## src/rtl/seq_pkg.sv

```systemverilog
// Shared widths and types for the 16-bit sequence splitter / aligner pair.
package seq_pkg;
  localparam int SEQ_W   = 16;
  localparam int CHUNK_W = 7;
  localparam int NUM_W   = 3;
  localparam int LVL_W   = 6;
  localparam int BUF_W   = 2 * SEQ_W;

  typedef logic [NUM_W-1:0]   num_t;
  typedef logic [LVL_W-1:0]   lvl_t;
  typedef logic [BUF_W-1:0]   buf_t;
  typedef logic [CHUNK_W-1:0] chunk_t;

  typedef struct packed {
    chunk_t seq;
    num_t   num;
  } out_t;

  // When cnt < req the request cannot be met in full; only possible for cnt < 8,
  // so narrowing cnt to num_t is lossless there.
  function automatic num_t grant(num_t req, lvl_t cnt, bit partial);
    if (cnt >= lvl_t'(req)) return req;
    return partial ? num_t'(cnt) : '0;
  endfunction
endpackage

```

## src/rtl/sequence_splitter_if.sv

```systemverilog
// Word-in / chunk-out handshake bundle of the sequence splitter.
interface sequence_splitter_if import seq_pkg::*; ();
  logic [SEQ_W-1:0] in_word;
  logic             in_valid;
  logic             in_ready;
  num_t             req_num;
  chunk_t           out_seq;
  num_t             out_num;
  logic             out_valid;
  lvl_t             level;

  modport master (output in_word, in_valid, req_num,
                  input  in_ready, out_seq, out_num, out_valid, level);
  modport slave  (input  in_word, in_valid, req_num,
                  output in_ready, out_seq, out_num, out_valid, level);
endinterface

```

## src/rtl/seq_chunk_extract.sv

```systemverilog
// Pops the top g bits of an MSB-aligned buffer: right-aligned chunk plus the shifted remainder.
module seq_chunk_extract import seq_pkg::*; (
  input  buf_t   bits_i,
  input  num_t   g_i,
  output chunk_t chunk_o,
  output buf_t   shifted_o
);
  buf_t tail;

  // g=0 shifts by the full width, which yields an all-zero chunk.
  assign tail      = bits_i >> (BUF_W - int'(g_i));
  assign chunk_o   = tail[CHUNK_W-1:0];
  assign shifted_o = bits_i << g_i;
endmodule

```

## src/rtl/sequence_splitter.sv

```systemverilog
// Serializes 16-bit words MSB-first into 0..7-bit chunks sized by a per-cycle request.
module sequence_splitter import seq_pkg::*; #(
  parameter bit ALLOW_PARTIAL = 1'b1
) (
  input logic               clk,
  input logic               rst_n,
  sequence_splitter_if.slave sp
);
  buf_t   bits_q, bits_d, shifted;
  lvl_t   cnt_q, cnt_d;
  out_t   out_q, out_d;
  logic   vld_q, vld_d;
  num_t   g;
  chunk_t chunk;
  logic   load;

  // Ready looks only at registered state, so the upstream never sees a req_num path.
  assign sp.in_ready = (cnt_q <= lvl_t'(SEQ_W));
  assign load        = sp.in_valid && sp.in_ready;
  assign g           = grant(sp.req_num, cnt_q, ALLOW_PARTIAL);

  seq_chunk_extract u_extract (
    .bits_i    (bits_q),
    .g_i       (g),
    .chunk_o   (chunk),
    .shifted_o (shifted)
  );

  always_comb begin
    bits_d = shifted;
    cnt_d  = cnt_q - lvl_t'(g);
    // New word lands directly behind whatever survives this cycle's drain.
    if (load) begin
      bits_d = shifted | (buf_t'({sp.in_word, {SEQ_W{1'b0}}}) >> (cnt_q - lvl_t'(g)));
      cnt_d  = cnt_d + lvl_t'(SEQ_W);
    end
    out_d.seq = chunk;
    out_d.num = g;
    vld_d     = (g != '0);
  end

  always_ff @(posedge clk or negedge rst_n) begin
    if (!rst_n) begin
      bits_q <= '0;
      cnt_q  <= '0;
      out_q  <= '0;
      vld_q  <= 1'b0;
    end else begin
      bits_q <= bits_d;
      cnt_q  <= cnt_d;
      out_q  <= out_d;
      vld_q  <= vld_d;
    end
  end

  assign sp.out_seq   = out_q.seq;
  assign sp.out_num   = out_q.num;
  assign sp.out_valid = vld_q;
  assign sp.level     = cnt_q;
endmodule

```

## src/flat_wrapper.sv

```systemverilog
// flat-port wrapper written by rule: the top's interface ports become plain ports
module sequence_splitter_flat import seq_pkg::*;
#(
  parameter bit ALLOW_PARTIAL = 1'b1
)
  (clk, rst_n, sp_in_word, sp_in_valid, sp_req_num, sp_in_ready, sp_out_seq, sp_out_num, sp_out_valid, sp_level);
  sequence_splitter_if sp_i ();
  input logic clk;
  input logic rst_n;
  input wire logic [$bits(sp_i.in_word)-1:0] sp_in_word;
  input wire logic [$bits(sp_i.in_valid)-1:0] sp_in_valid;
  input wire logic [$bits(sp_i.req_num)-1:0] sp_req_num;
  output wire logic [$bits(sp_i.in_ready)-1:0] sp_in_ready;
  output wire logic [$bits(sp_i.out_seq)-1:0] sp_out_seq;
  output wire logic [$bits(sp_i.out_num)-1:0] sp_out_num;
  output wire logic [$bits(sp_i.out_valid)-1:0] sp_out_valid;
  output wire logic [$bits(sp_i.level)-1:0] sp_level;
  assign sp_i.in_word = sp_in_word;
  assign sp_i.in_valid = sp_in_valid;
  assign sp_i.req_num = sp_req_num;
  assign sp_in_ready = sp_i.in_ready;
  assign sp_out_seq = sp_i.out_seq;
  assign sp_out_num = sp_i.out_num;
  assign sp_out_valid = sp_i.out_valid;
  assign sp_level = sp_i.level;
  sequence_splitter #(.ALLOW_PARTIAL(ALLOW_PARTIAL)) u_core (.clk(clk), .rst_n(rst_n), .sp(sp_i));
endmodule
```

## config.mk

```make
export PLATFORM = sky130hd
export DESIGN_NAME = sequence_splitter_flat
export DESIGN_NICKNAME = d
export VERILOG_FILES = /design/src/rtl/seq_pkg.sv /design/src/rtl/sequence_splitter_if.sv /design/src/rtl/seq_chunk_extract.sv /design/src/rtl/sequence_splitter.sv /design/src/flat_wrapper.sv
export SDC_FILE = /design/constraint.sdc
export NUM_CORES = 1
export LEC_CHECK = 0
export BUFFER_PORTS_ARGS = -buffer_cell sky130_fd_sc_hd__buf_2
export CAP_MARGIN = 40
export CORE_MARGIN = 1.5
export CORE_UTILIZATION = 55
export DETAILED_ROUTE_END_ITERATION = 10
export PLACE_DENSITY_LB_ADDON = 0.12
export REMOVE_ABC_BUFFERS = 1
export SLEW_MARGIN = 20
export SYNTH_ARGS = -nofsm -noshare
export SYNTH_HDL_FRONTEND = slang
export SYNTH_SLANG_ARGS = --single-unit
```

## constraint.sdc

```tcl
create_clock -name clk -period 4.7 [get_ports clk]
set_clock_uncertainty 0.1 [all_clocks]
set_input_delay 0 -clock clk [delete_from_list [all_inputs] [get_ports clk]]
set_output_delay 0 -clock clk [all_outputs]
set_load 0.01 [all_outputs]
```

### After elaboration in Yosys (flattened, before gate mapping)

Cells that the tools add are included.

* word-level logic and storage cells: 21
* input bits: 22
* register bits after elaboration: 49

* multiplexer cells: 5
* shift-type cells: 3
* $add $sub $neg: 3
* reductions and logical operators: 2
* bitwise operators: 1
* magnitude comparators: 2

Operators by type and width (number)
* $mux W32: 1
* $or A32 B32 Y32: 1
* $shl A32 B3 Y32: 1
* $shr A32 B32 Y7: 1
* $shr A32 B6 Y32: 1
* $sub A6 B3 Y7 const A: 1
* $add A6 B5 Y6 const B: 1
* $ge A6 B3 Y1: 1
* $le A6 B5 Y1 const B: 1
* $mux W3: 2
* $mux W6: 1
* $sub A6 B3 Y6: 1
* $reduce_bool A3 Y1: 1
* $logic_and A1 B1 Y1: 1
* $mux W1: 1

### Depth between registers and ports, before layout

* depth in word-level cells: 7
* depth in mapped cells: 21
* gate-level depth less buffers: 16

### By module

A second synthesis with hierarchy kept.

* cells, all modules: 579
* area total of the unflattened synthesis: 5236.3 um2

Modules (own cells, without submodules)
* sequence_splitter: instances 1, sequential area each 1226.2 um2, area each 3447.1 um2, cells each 358
* seq_chunk_extract: instances 1, sequential area each 0.0 um2, area each 1789.2 um2, cells each 221

### Worst setup path after synthesis

OpenSTA, ideal clock, no wires.

* path type: flip-flop to flip-flop
* from: reg u_core.cnt_q[0] (netlist: u_core.sp.level[0])
* to: reg u_core.bits_q[1]
* arrival time: 3.954 ns
* cell stages (with the launch flop): 19
* path slack: 0.505 ns
* library setup time: 0.141 ns
* cells stage by stage: dfrtp_1 inv_1 ha_1 nor3b_2 o21ai_2 a21boi_1 buf_4 buf_4 buf_4 inv_1 ha_1 inv_1 or2_2 o211a_1 buf_6 mux2_2 mux4_2 o22ai_1 o221ai_1

* longest elaborated chain between the ends: 7
* elaborated cells on any way between the ends: 10
* those cells by class: add/sub (1); order compare (2); shift (2); mux (3); bitwise (1); reduce/logical (1)

Ends and longest elaborated chain
* start: declaration: RTL line sequence_splitter.sv:10 `lvl_t cnt_q, cnt_d;`
* start signal: assignment: RTL line sequence_splitter.sv:50 `cnt_q <= cnt_d;`
* $ge A6 B3 Y1: RTL line seq_pkg.sv:22 `if (cnt >= lvl_t'(req)) return req;`
* $mux W1: RTL line seq_pkg.sv:22
* $mux W3 (*): RTL line seq_pkg.sv:23 `return partial ? num_t'(cnt) : '0;`
* via u_core.g[0]: RTL line sequence_splitter.sv:13 `num_t g;`
* $sub A6 B3 Y6: RTL line sequence_splitter.sv:34 `bits_d = shifted | (buf_t'({sp.in_word, {SEQ_W{1'b0}}}) >> (cnt_q - lvl_t'(g)));`
* $shr A32 B6 Y32: RTL line sequence_splitter.sv:34
* $or A32 B32 Y32: RTL line sequence_splitter.sv:34
* $mux W32 (*): RTL line sequence_splitter.sv:33 `if (load) begin`
* via u_core.bits_d[1]: RTL line sequence_splitter.sv:9 `buf_t bits_q, bits_d, shifted;`
* end signal: assignment: RTL line sequence_splitter.sv:49 `bits_q <= bits_d;`
* end: declaration: RTL line sequence_splitter.sv:9

Mark *: on every way through the listed nets, which the timed path passes. The rest lies on a longest branch.

### Worst setup path in the final report

* from: reg u_core.cnt_q[1] (netlist: u_core.sp.level[1])
* to: reg u_core.bits_q[31]

* longest elaborated chain between the ends: 7
* elaborated cells on any way between the ends: 10
* those cells by class: add/sub (1); order compare (2); shift (2); mux (3); bitwise (1); reduce/logical (1)

Ends and longest elaborated chain (RTL line)
* $ge A6 B3 Y1 (*): seq_pkg.sv:22
* $mux W1 (*): seq_pkg.sv:22
* $mux W3 (*): seq_pkg.sv:23
* via u_core.g[0]: sequence_splitter.sv:13
* $sub A6 B3 Y6: sequence_splitter.sv:34
* $shr A32 B6 Y32: sequence_splitter.sv:34
* $or A32 B32 Y32: sequence_splitter.sv:34
* $mux W32 (*): sequence_splitter.sv:33
* via u_core.bits_d[31]: sequence_splitter.sv:9

Marks and branches as above.

==> flow_summary.json <==
{
  "cts.repair.resized": 0,
  "place_area_mm2": 0.00494,
  "fin_hold_ws_ps": 85.3,
  "drive_above_1_share": 0.220,
  "cp-start-kind": "flop",
  "crit_slowest_cell": "o41ai_1",
  "hold_depth": 3,
  "synth_compound_gate_area_share": 0.183,
  "via_per_inst": 6.81,
  "cts_tree": "yes",
  "diodes": 0,
  "finalWirelength_mm": 13.2,
  "r2r_slack_ps": 260,
  "cp.depth": 14,
  "cts.sinks": 49,
  "synth.area.top_cells": "dfrtp_1 26%, mux2i_1 17%, mux4_2 9.4%",
  "antenna_found_initial": 0,
  "worstMarginPinSlew_ps": 798,
  "drtPass1Iterations": 5,
  "holdPathEnd": "u_core.sp.level[4]",
  "critPathMostFrequentCell": "ha_1",
  "track_usage": 0.304,
  "path_cells": "ha_1, o21ai_1, o21ai_2, a21boi_4, inv_1, ha_1, inv_1, ha_1, a211oi_1, a211o_1, a21o_1, and2_1, nand3_2, o41ai_1",
  "max_stage_delay_ps": 620,
  "rr_endpoint": "u_core.bits_q[31]",
  "synthCells": 475,
  "min-delay-start": "sp_in_valid",
  "fin_area_mm2": 0.00507,
  "ys_seq_area_frac": 0.257,
  "r2r-start": "u_core.sp.level[1]",
  "ioPinCount": 40,
  "grt_pass1_wl_mm": 20.9,
  "yosysTopAreaCellShare": 0.257,
  "crit_required_ps": 4760,
  "synth-simple-area-share": 0.134,
  "synth_edf_count": 0,
  "rsz0062_at_grt": "no",
  "clockBufferDepth": 2,
  "die_y_um": 96.2,
  "cp_max_fo": 10,
  "finalMaxSlewViolations": 0,
  "htree_levels": 2,
  "maxCapViolCount": 0,
  "numCtsBuffers": 5,
  "synth_xor_area_frac": 0.00734,
  "mappedNetlistArea_mm2": 0.00478,
  "synth-async-reset-ratio": 1.00,
  "crit_path_end_kind": "flop",
  "overflow": 0,
  "clk_pin_slew_ps": 110,
  "max_freq_mhz": 225,
  "final_net_count": 531,
  "place.gp.congestion": 0.940,
  "drt-initial-drc-count": 473,
  "hold_violations": 0,
  "io_buffer_count": 39,
  "status": "finished clean",
  "cp_num_buf_inv": 2,
  "setup_viol": 0,
  "tns_ps": 0,
  "cts_root_buf": "clkbuf_8",
  "ys_warn_count": 0,
  "synth_top_family_by_area": "multiplexers",
  "synthMuxAreaShare": 0.331,
  "fin_crit_sh": 0.945,
  "crit_arrival_ps": 4500,
  "core_mm2": 0.00830,
  "synth_cell_types": 79,
  "ys.flop_type": "dfrtp_1",
  "fp.dieW_um": 96.2,
  "clk_latency_ps": 320,
  "dp_hpwl_mm": 9.95,
  "yosysTopAreaCell": "dfrtp_1",
  "slew_headroom": 0.468,
  "rr_worst_depth": 14,
  "grt_pass1_vias": 3784,
  "grt_max_degree": 56,
  "post_cts_buffers": 0,
  "ys_ff_latch": 49,
  "dieArea_mm2": 0.00925,
  "hp-class": "input pin to flop",
  "area_growth_syn_to_layout_pct": 6.18,
  "drc": 0,
  "final_antenna_net_count": 0,
  "wire_per_inst_um": 21.7,
  "period_needed_ps": 4440,
  "start_util": 0.575,
  "fp-row-count": 33,
  "cp_top_family": "compound AO/OA/AOI/OAI gates",
  "critPathKind": "flop to flop",
  "vias": 4147,
  "postSynthAreaPerCell_um2": 10.1,
  "synthAdderAreaFrac": 0.0157
}
==> state kept, by name, indices dropped and copies added (netlist names) <==
register / count
u_core.sp.level: 6
u_core.sp.out_seq: 7
u_core.sp.out_valid: 1
u_core.bits_q: 32
u_core.sp.out_num: 3
==> cells in the mapped netlist, drive strengths merged (5+ instances only) <==
master / instances
o22ai: 13
nand4: 5
nor3: 9
o221ai: 8
buf: 22
a211oi: 5
nand3: 11
o211ai: 12
mux2: 10
ha: 6
dfrtp: 49
and2: 6
a21oi: 20
o21ai: 14
o21a: 5
inv: 15
nor2: 41
o31ai: 5
nand2: 34
mux2i: 82
mux4: 27
clkbuf: 12
==> per-layer routing <==
metal | up-vias | track usage | routed length (um)
li1 | 1888 | - | -
met1 | 2032 | 0.468 | 6180
met2 | 199 | 0.437 | 5740
met3 | 28 | 0.0434 | 938
met4 | 0 | 0.0882 | 358
met5 | - | 0 | 0
==> cell type report <==
type,instances,area (um^2)
multi-input cells,375,3220
inverters,17,66.3
well taps,105,131
fillers,724,3230
clock buffers,5,68.8
repair buffers,55,338
clock inverters,3,21.3
flip-flops and latches,49,1230
==> per-stage QoR <==
step,worst slack [ps],utilization,instances
6_report,259,0.611,609
5_1_grt,33.3,0.611,609
4_1_cts,372,0.609,608
3_5_place_dp,392,0.595,597
3_3_place_gp,415,0.593,596
2_1_floorplan,-3370,-,441
==> cell families after synthesis <==
family,Yosys count
xor gates and xnor gates,4
buffers and inverters,51
DFF,49
AOI/OAI and AO/OA,118
muxes,119
and+or+nand+nor,128
adders and majority gates,6
==> layout by cell type, fill, tap and decap left out, types with 5 or more instances in the layout <==
cell | synthesis | layout
nand4_1 | 5 | 5
nor3_1 | 9 | 9
nor2_1 | 41 | 41
mux4_1 | 7 | 7
buf_2 | 6 | 39
clkbuf_8 | 6 | 5
mux4_2 | 20 | 20
and2_1 | 5 | 5
nand2_1 | 33 | 33
mux2_2 | 10 | 10
ha_1 | 6 | 6
nand3_1 | 10 | 10
o211ai_1 | 11 | 11
buf_4 | 8 | 11
a211oi_1 | 5 | 5
mux2i_1 | 81 | 80
inv_1 | 14 | 14
dfrtp_1 | 49 | 49
o22ai_1 | 13 | 13
o221ai_1 | 8 | 8
o21ai_0 | 12 | 12
o21a_1 | 5 | 5
a21oi_1 | 19 | 19
==> worst register-to-register path: cells and delay by family (launching register included) <==
kind | cells | cell delay, ps
compound gates | 7 | 2050
buf+inv | 2 | 220
fa+ha+maj | 3 | 790
simple gates | 2 | 660
flops | 1 | 470
==> worst max path at each step <==
stage	from	end
floorplan	u_core.sp.level[0]	u_core.bits_q[3]
global placement	u_core.sp.level[1]	u_core.bits_q[31]
detailed placement	u_core.sp.level[1]	u_core.bits_q[31]
CTS	u_core.sp.level[1]	u_core.bits_q[31]
global route	u_core.sp.level[0]	u_core.bits_q[31]
finish	u_core.sp.level[1]	u_core.bits_q[31]
==> repair_timing <==
action / in CTS / in global routing
endpoints found under the setup margin: 0 / 0
hold buffers: 3 / 0
endpoints found under the hold margin: 51 / 0
Power is left out: the tool's default activity adds up to more than one toggle a clock period on the data nets, which glitch-free logic cannot reach.
